File: config.mk
export PLATFORM = sky130hd
export DESIGN_NAME = memory_dp
export DESIGN_NICKNAME = d
export VERILOG_FILES = /design/src/rtl/memory_dp.sv
export SDC_FILE = /design/constraint.sdc
export NUM_CORES = 2
export LEC_CHECK = 0
export BUFFER_PORTS_ARGS = -buffer_cell sky130_fd_sc_hd__buf_2
export CAP_MARGIN = 10
export CORE_MARGIN = 1
export CORE_UTILIZATION = 40
export CTS_CLUSTER_DIAMETER = 40
export CTS_CLUSTER_SIZE = 16
export DETAILED_ROUTE_END_ITERATION = 12
export GPL_TIMING_DRIVEN = 0
export HOLD_SLACK_MARGIN = 0.12
export MAX_ROUTING_LAYER = met4
export PLACE_DENSITY = 0.51
export RECOVER_POWER = 25
export SYNTH_ARGS = -nofsm -noshare
export SYNTH_HDL_FRONTEND = slang
export SYNTH_SLANG_ARGS = --single-unit
File: constraint.sdc
create_clock -name clk -period 6.55 [get_ports clk]
set_input_delay 0.655 -clock clk [delete_from_list [all_inputs] [get_ports clk]]
set_output_delay 0.655 -clock clk [all_outputs]
set_load 0.05 [all_outputs]
File: src/rtl/memory_dp.sv
// Dual-port data memory: port A read/write, port B read-only, both req/ack with one-cycle read latency.
// After reset the whole array is cleared. Define MEM_PARITY_EN to add per-word even parity with error injection.
module memory_dp #(
    parameter int unsigned             ADDR_WIDTH  = 8,
    parameter int unsigned             DATA_WIDTH  = 8,
    parameter logic [DATA_WIDTH-1:0]   CLEAR_VALUE = '0,
    parameter int unsigned             B_FORWARD   = 1
) (
    input  logic                  clk,
    input  logic                  rst_n,
    input  logic                  a_req,
    input  logic                  a_we,
    input  logic [ADDR_WIDTH-1:0] a_addr,
    input  logic [DATA_WIDTH-1:0] a_din,
    output logic                  a_ack,
    output logic [DATA_WIDTH-1:0] a_dout,
    input  logic                  b_req,
    input  logic [ADDR_WIDTH-1:0] b_addr,
    output logic                  b_ack,
    output logic [DATA_WIDTH-1:0] b_dout,
    output logic                  busy
`ifdef MEM_PARITY_EN
    ,
    input  logic                  par_inj,
    output logic                  a_perr,
    output logic                  b_perr
`endif
);

    localparam int unsigned DEPTH = 1 << ADDR_WIDTH;
`ifdef MEM_PARITY_EN
    localparam int unsigned MW = DATA_WIDTH + 1;
`else
    localparam int unsigned MW = DATA_WIDTH;
`endif

    typedef enum logic [0:0] {CLEAR, READY} state_t;

    state_t                state_q, state_d;
    logic [ADDR_WIDTH-1:0] cnt_q, cnt_d;
    logic                  busy_d, a_ack_d, b_ack_d;
    logic [DATA_WIDTH-1:0] a_dout_d, b_dout_d;
    logic [MW-1:0]         mem [DEPTH];
    logic [MW-1:0]         clr_word, wr_word_c, a_rd_c, b_rd_c, mem_wdata_c;
    logic [ADDR_WIDTH-1:0] mem_waddr_c;
    logic                  mem_we_c;
`ifdef MEM_PARITY_EN
    logic                  a_perr_d, b_perr_d;

    // Stored word is {parity, data}; injection flips the parity bit
    assign clr_word  = {^CLEAR_VALUE, CLEAR_VALUE};
    assign wr_word_c = {(^a_din) ^ par_inj, a_din};
`else
    assign clr_word  = CLEAR_VALUE;
    assign wr_word_c = a_din;
`endif

    assign a_rd_c = mem[a_addr];

    // B sees the in-flight A write data on a same-address collision when forwarding is enabled
    always_comb begin
        b_rd_c = mem[b_addr];
        if ((B_FORWARD != 0) && a_req && a_we && (a_addr == b_addr)) begin
            b_rd_c = wr_word_c;
        end
    end

    always_ff @(posedge clk or negedge rst_n) begin
        if (!rst_n) begin
            state_q <= CLEAR;
            cnt_q   <= '0;
            busy    <= 1'b1;
            a_ack   <= 1'b0;
            b_ack   <= 1'b0;
            a_dout  <= '0;
            b_dout  <= '0;
`ifdef MEM_PARITY_EN
            a_perr  <= 1'b0;
            b_perr  <= 1'b0;
`endif
        end else begin
            state_q <= state_d;
            cnt_q   <= cnt_d;
            busy    <= busy_d;
            a_ack   <= a_ack_d;
            b_ack   <= b_ack_d;
            a_dout  <= a_dout_d;
            b_dout  <= b_dout_d;
`ifdef MEM_PARITY_EN
            a_perr  <= a_perr_d;
            b_perr  <= b_perr_d;
`endif
        end
    end

    always_comb begin
        state_d     = state_q;
        cnt_d       = cnt_q;
        busy_d      = 1'b0;
        a_ack_d     = 1'b0;
        b_ack_d     = 1'b0;
        a_dout_d    = a_dout;
        b_dout_d    = b_dout;
        mem_we_c    = 1'b0;
        mem_waddr_c = a_addr;
        mem_wdata_c = wr_word_c;
`ifdef MEM_PARITY_EN
        a_perr_d    = a_perr;
        b_perr_d    = b_perr;
`endif
        case (state_q)
            CLEAR: begin
                mem_we_c    = 1'b1;
                mem_waddr_c = cnt_q;
                mem_wdata_c = clr_word;
                // Terminal count detected explicitly so the counter never wraps
                if (cnt_q == ADDR_WIDTH'(DEPTH - 1)) begin
                    state_d = READY;
                end else begin
                    busy_d = 1'b1;
                    cnt_d  = ADDR_WIDTH'(cnt_q + 1'b1);
                end
            end
            READY: begin
                if (a_req) begin
                    a_ack_d = 1'b1;
                    if (a_we) begin
                        mem_we_c = 1'b1;
                    end else begin
                        a_dout_d = a_rd_c[DATA_WIDTH-1:0];
`ifdef MEM_PARITY_EN
                        a_perr_d = ^a_rd_c;
`endif
                    end
                end
                if (b_req) begin
                    b_ack_d  = 1'b1;
                    b_dout_d = b_rd_c[DATA_WIDTH-1:0];
`ifdef MEM_PARITY_EN
                    b_perr_d = ^b_rd_c;
`endif
                end
            end
            default: begin
                state_d = CLEAR;
                cnt_d   = '0;
                busy_d  = 1'b1;
            end
        endcase
    end

    always_ff @(posedge clk) begin
        if (mem_we_c) begin
            mem[mem_waddr_c] <= mem_wdata_c;
        end
    end

endmodule

Word level (Yosys, flattened, before mapping). Memories as Yosys holds them, arrays and structs flattened. A register that Yosys moved wholly into a read port is not among the register bits. Cells that the tools add are included.

Bits of input ports: 29. RAM bits: 2048. Memories: 1. Register bits after elaboration: 12. Output and inout port bits: 19. Logic and storage cells: 31.

Bitwise operators: 3. Equal/unequal tests: 1. Mux-type cells: 15. $add $sub $neg: 1. Reductions and logical operators: 5.

Memory list: mem (depth 256, width 8, read ports 2, clocked after memory_dff 2, wr ports 1, RTL line 43) `logic [MW-1:0] mem [DEPTH];`.

Operators by type and width (count): $mux 8 (2); $mux 1 (12); $add 8x1->8 const B (1); $eq 8x8->1 const B (1); $reduce_and 2->1 (2); $not 1->1 (3); $reduce_and 3->1 (1); $logic_not 1->1 (2); $pmux 1 s2 (1).

Logic depth before layout (Yosys ltp).
Depth in word-level cells: 5. Gate-level depth with buffers: 13. Gate-level depth less buffers: 7.

Worst setup path after synthesis. Ideal clock, no wire load.

Path kind: register -> register. From: register state_q. To: memory mem[0][0] in the netlist's numbering, data pin. Period minus slack after synthesis: 5.334 ns. Data required time: 5.683 ns. Arrival: 4.468 ns. Setup time: 0.867 ns. Setup slack: 1.216 ns. Path buffers: 4. Cell stages (with the launch flop): 6. Cells stage by stage: dfrtp_1 buf_2 buf_2 buf_2 clkbuf_1 and2_1.

Longest elaborated chain between the ends: 1.

Ends and longest elaborated chain: from (decl) (RTL line 39) `state_t state_q, state_d;`; from (signal assigned) (RTL line 82) `state_q <= state_d;`; $mux 8 (RTL line 111) `case (state_q)`; named net mem_wdata_c[0] (RTL line 44) `logic [MW-1:0] clr_word, wr_word_c, a_rd_c, b_rd_c, mem_wdata_c;`; to (decl) (RTL line 43).

The timed path passes the listed nets, and every way through them passes these cells.

Worst setup path after layout.
From: register state_q. To: memory mem[127][0] in the netlist's numbering, enable pin.

Longest elaborated chain between the ends: 4. Elaborated cells on any way between the ends: 5. Classes of those cells: 4 x mux; 1 x bitwise.

Ends and longest elaborated chain: $not 1->1 (no source line); $pmux 1 s2 (RTL line 111); $mux 1 (RTL line 153) `if (mem_we_c) begin`; $mux 1 (implied by the code) (RTL line 154) `mem[mem_waddr_c] <= mem_wdata_c;`.

Parallel ways exist; a longest one is shown, timed or not.

==> metrics.md <==
| Metric | Value |
|---|---|
| Status | `finished with violations` |
| Failing checks | `capacitance limit, slew limit` |
| CP arrival | `around 7 ns` |
| Count of pins over their slew limit | `approximately 340` |
| Main combinational cell family by area after synthesis | `multiplexers` |
| Initial antenna violation count | `75` |
| Final WL | `between 500 and 600 mm` |
| CP max FO | `10` |
| DP HPWL | `380 mm` |
| Cell mode on critical path | `clkbuf_1` |
| NumNets Final | `about 5600` |
| Sink Count | `about 2100` |
| Top post-synthesis cells by area | `edfxtp_1 (63%), mux4_2 (23%), mux2i_1 (2.4%), nor2_1 (1.2%), mux2_2 (0.81%)` |
| Post-Synth XOR/XNOR Area | `0.00125` |
| Rows | `approximately 180` |
| Yosys reg bits | `2076` |
| Sequential fraction of the synthesis area | `0.636` |
| Routed Antenna Nets | `0` |
| Fin crit period | `approximately 6.3 ns` |
| Critical path type | `flip-flop to flip-flop` |
| Mux share of post-synthesis cell area | `0.264` |
| PwrDens | `between 300 and 400 nW/um^2` |
| Ratio of final minimum period to clock period | `0.963` |
| Number of port buffers | `42` |
| Worst VDD drop | `approximately 0.27 mV` |
| Clk buf depth | `4` |
| GPL Wtd Cong | `1.11` |
| H-tree levels | `5` |
| P_leak | `slightly above 30 nW` |
| Post-Place Cells | `approximately 8400` |
| Setup WS pre-CTS | `-0.255 ns` |
| Synthesized area | `approximately 98000 sq um` |
| Hold_ws | `0.291 ns` |
| Routed vias | `about 67000` |
| CTS buffer count | `about 380` |
| Die width | `between 400 and 500 um` |
| Largest net degree at the start of global routing | `a little under 90` |
| Die area | `246000 sq um` |
| Cells after Synth | `5082` |
| Worst path slowest cell | `o22ai_1` |
| Vias in the first global route | `62600` |
| Setup bufs post-CTS | `0` |
| IO Pins | `between 40 and 50` |
| Share of cells above drive strength 1 | `0.361` |
| Setup violators final | `0` |
| Routed len/inst | `57.0 um` |
| HP Class | `primary input to flip-flop` |
| Ys Warns | `0` |
| Clock latency on the worst-skew pair | `1.00 ns` |
| Worst path required time | `between 7 and 8 ns` |
| Most common cell in the netlist | `edfxtp_1` |
| CP endpoint kind | `flip-flop` |
| Core area | `around 240000 sq um` |
| Avg Inst Size Synth | `approximately 19 sq um` |
| Clk_skew | `roughly 0.10 ns` |
| Adder-Cell Fraction of Synth Area | `0.000128` |
| Area growth, synth to finish | `19.4%` |
| First-pass GRT wire length | `~660 mm` |
| First-pass DRT Iterations | `8` |
| Simple-gate share of the synthesized area | `0.0321` |
| Cell taking the most area after synthesis | `edfxtp_1` |
| Initial Utilization | `0.402` |
| Relative slew slack | `-0.961` |
| Post-synth EDFFs | `between 2000 and 2500` |
| Initial DRC count | `approximately 14000` |
| Filler cells | `slightly above 20000` |
| CP peak stage delay | `roughly 1.1 ns` |
| Max Clock Freq | `between 150 and 200 MHz` |
| Netlist cell types | `72` |
| Total power | `roughly 36 mW` |
| DIE HEIGHT | `about 500 um` |
| Clock transition at the registers of the reported paths | `about 0.060 ns` |
| Cell Chain, Critical Path | `clkbuf_1 -> clkbuf_1 -> clkbuf_1 -> nand2_1 -> o22ai_1 -> nand3_1 -> clkbuf_2 -> buf_16 -> nor2_1` |
| Final std cells w/o fill | `9179` |
| Clk Tree Root Cell | `clkbuf_16` |
| Top post-synthesis cells by count | `edfxtp_1 (2048), mux4_2 (1000), nor2_1 (310)` |
| Setup ws final | `about 0.24 ns` |
| Via/cell ratio | `about 7.4` |
| CTS tree | `done` |
| Startpoint Class | `flip-flop` |
| Final hold violations | `0` |
| Slew @ Worst Pin | `between 2 and 3 ns` |
| Syn Nets | `between 5000 and 6000` |
| Total GRT Usage | `0.437` |
| Post-synth ARST share | `0.0135` |
| RSZ-0062 raised after global routing | `no` |
| Primary FF master, synth | `edfxtp_1` |
| GRT Residual Overflow | `0` |
| Compound-cell area share of the yosys netlist | `0.0409` |
| Post-synth top area share | `0.629` |
| Remaining DRCs | `0` |
| Max cap viols | `10` |
-- per-stage QoR --
step                 util  TNS [ns]  cell area [sq um]
CTS                 0.480         0             117000
global route        0.480         0             117000
floorplan               -         0              97700
detailed placement  0.428    -11.36             104000
global placement    0.420  -9088.15             102000
finish              0.480         0             117000
-- routing by layer --
| layer | GRT usage | routed length (um) |
|---|---|---|
| met1 | 0.534 | 185000 |
| met4 | 0.334 | 48800 |
| met5 | - | 0 |
| met2 | 0.588 | 218000 |
| met3 | 0.157 | 71100 |
-- cell usage in the layout (no fill, tap or decap), drive strengths merged, types with 50 or more instances in the layout --
master and instances:
edfxtp 2048, a211oi 50, clkinv 129, mux2i 238
mux4 1003, nand3 66, o22ai 87, nor2 311
buf 396, a21oi 60, clkbuf 579, o221ai 63
diode 68, inv 61, a22oi 62, mux2 70
nand2 164
-- registers in the layout (all words and copies together), names as in the netlist --
register and cells:
mem 2048, b_dout 8, cnt_q 8, state_q 1, a_ack 1, busy 1
a_dout 8, b_ack 1
-- worst max-delay path: cells and delay by family, from the launching register on --
| family | cells | cell delay, ns |
|---|---|---|
| flops | 1 | 0.38 |
| buf+inv | 5 | 2.63 |
| compound gates | 1 | 1.08 |
| simple gates | 3 | 1.80 |
-- worst paths after layout --
path	from	end	slack [ns]	depth (start not counted)
max reg2reg	state_q	mem[127][0]	0.24	9
min in group asynchronous	rst_n	b_dout[3]	0.92	2
max	state_q	mem[127][0]	0.24	9
min	a_din[7]	b_dout[7]	0.29	4
max in group asynchronous	rst_n	a_dout[0]	4.17	2
min reg2reg	b_dout[0]	b_dout[0]	0.56	2
-- power by group --
part	total [mW]	internal, mW	switching (mW)
Sequential	14.4	14.4	0
Clock	19.8	12.5	7.28
Combinational	2.13	0.501	1.62
Total	36.3	27.4	8.90
-- repair_timing --
action	CTS	global route
hold endpoints to repair	31	0
setup endpoints to repair	0	0
resized for setup	0	0
hold buffers	5	0
-- cell type report --
type | count | area (sq um) | share of cell area
clock inverter | 261 | 2950 | 0.0252
antenna | 68 | 170 | 0.00146
buffer | 414 | 2500 | 0.0214
timing repair buffer | 157 | 2080 | 0.0179
inverter | 16 | 60.1 | 0.000515
tap | 3202 | 4010 | 0.0343
multi-input combinational | 2576 | 33200 | 0.284
sequential | 2076 | 62200 | 0.533
clock buffer | 409 | 9580 | 0.0821
-- cells by family (layout without fill, tap and decap cells) --
logic type | after synthesis | in the layout
AOI/OAI and AO/OA | 550 | 550
xor gates and xnor gates | 14 | 14
adders and majority gates | 1 | 1
buffers and inverters | 430 | 1257
DFF | 2076 | 2076
muxes | 1311 | 1311
other | 0 | 68
and+or+nand+nor | 700 | 700
Note: power is estimated with default switching activity, not from simulation.
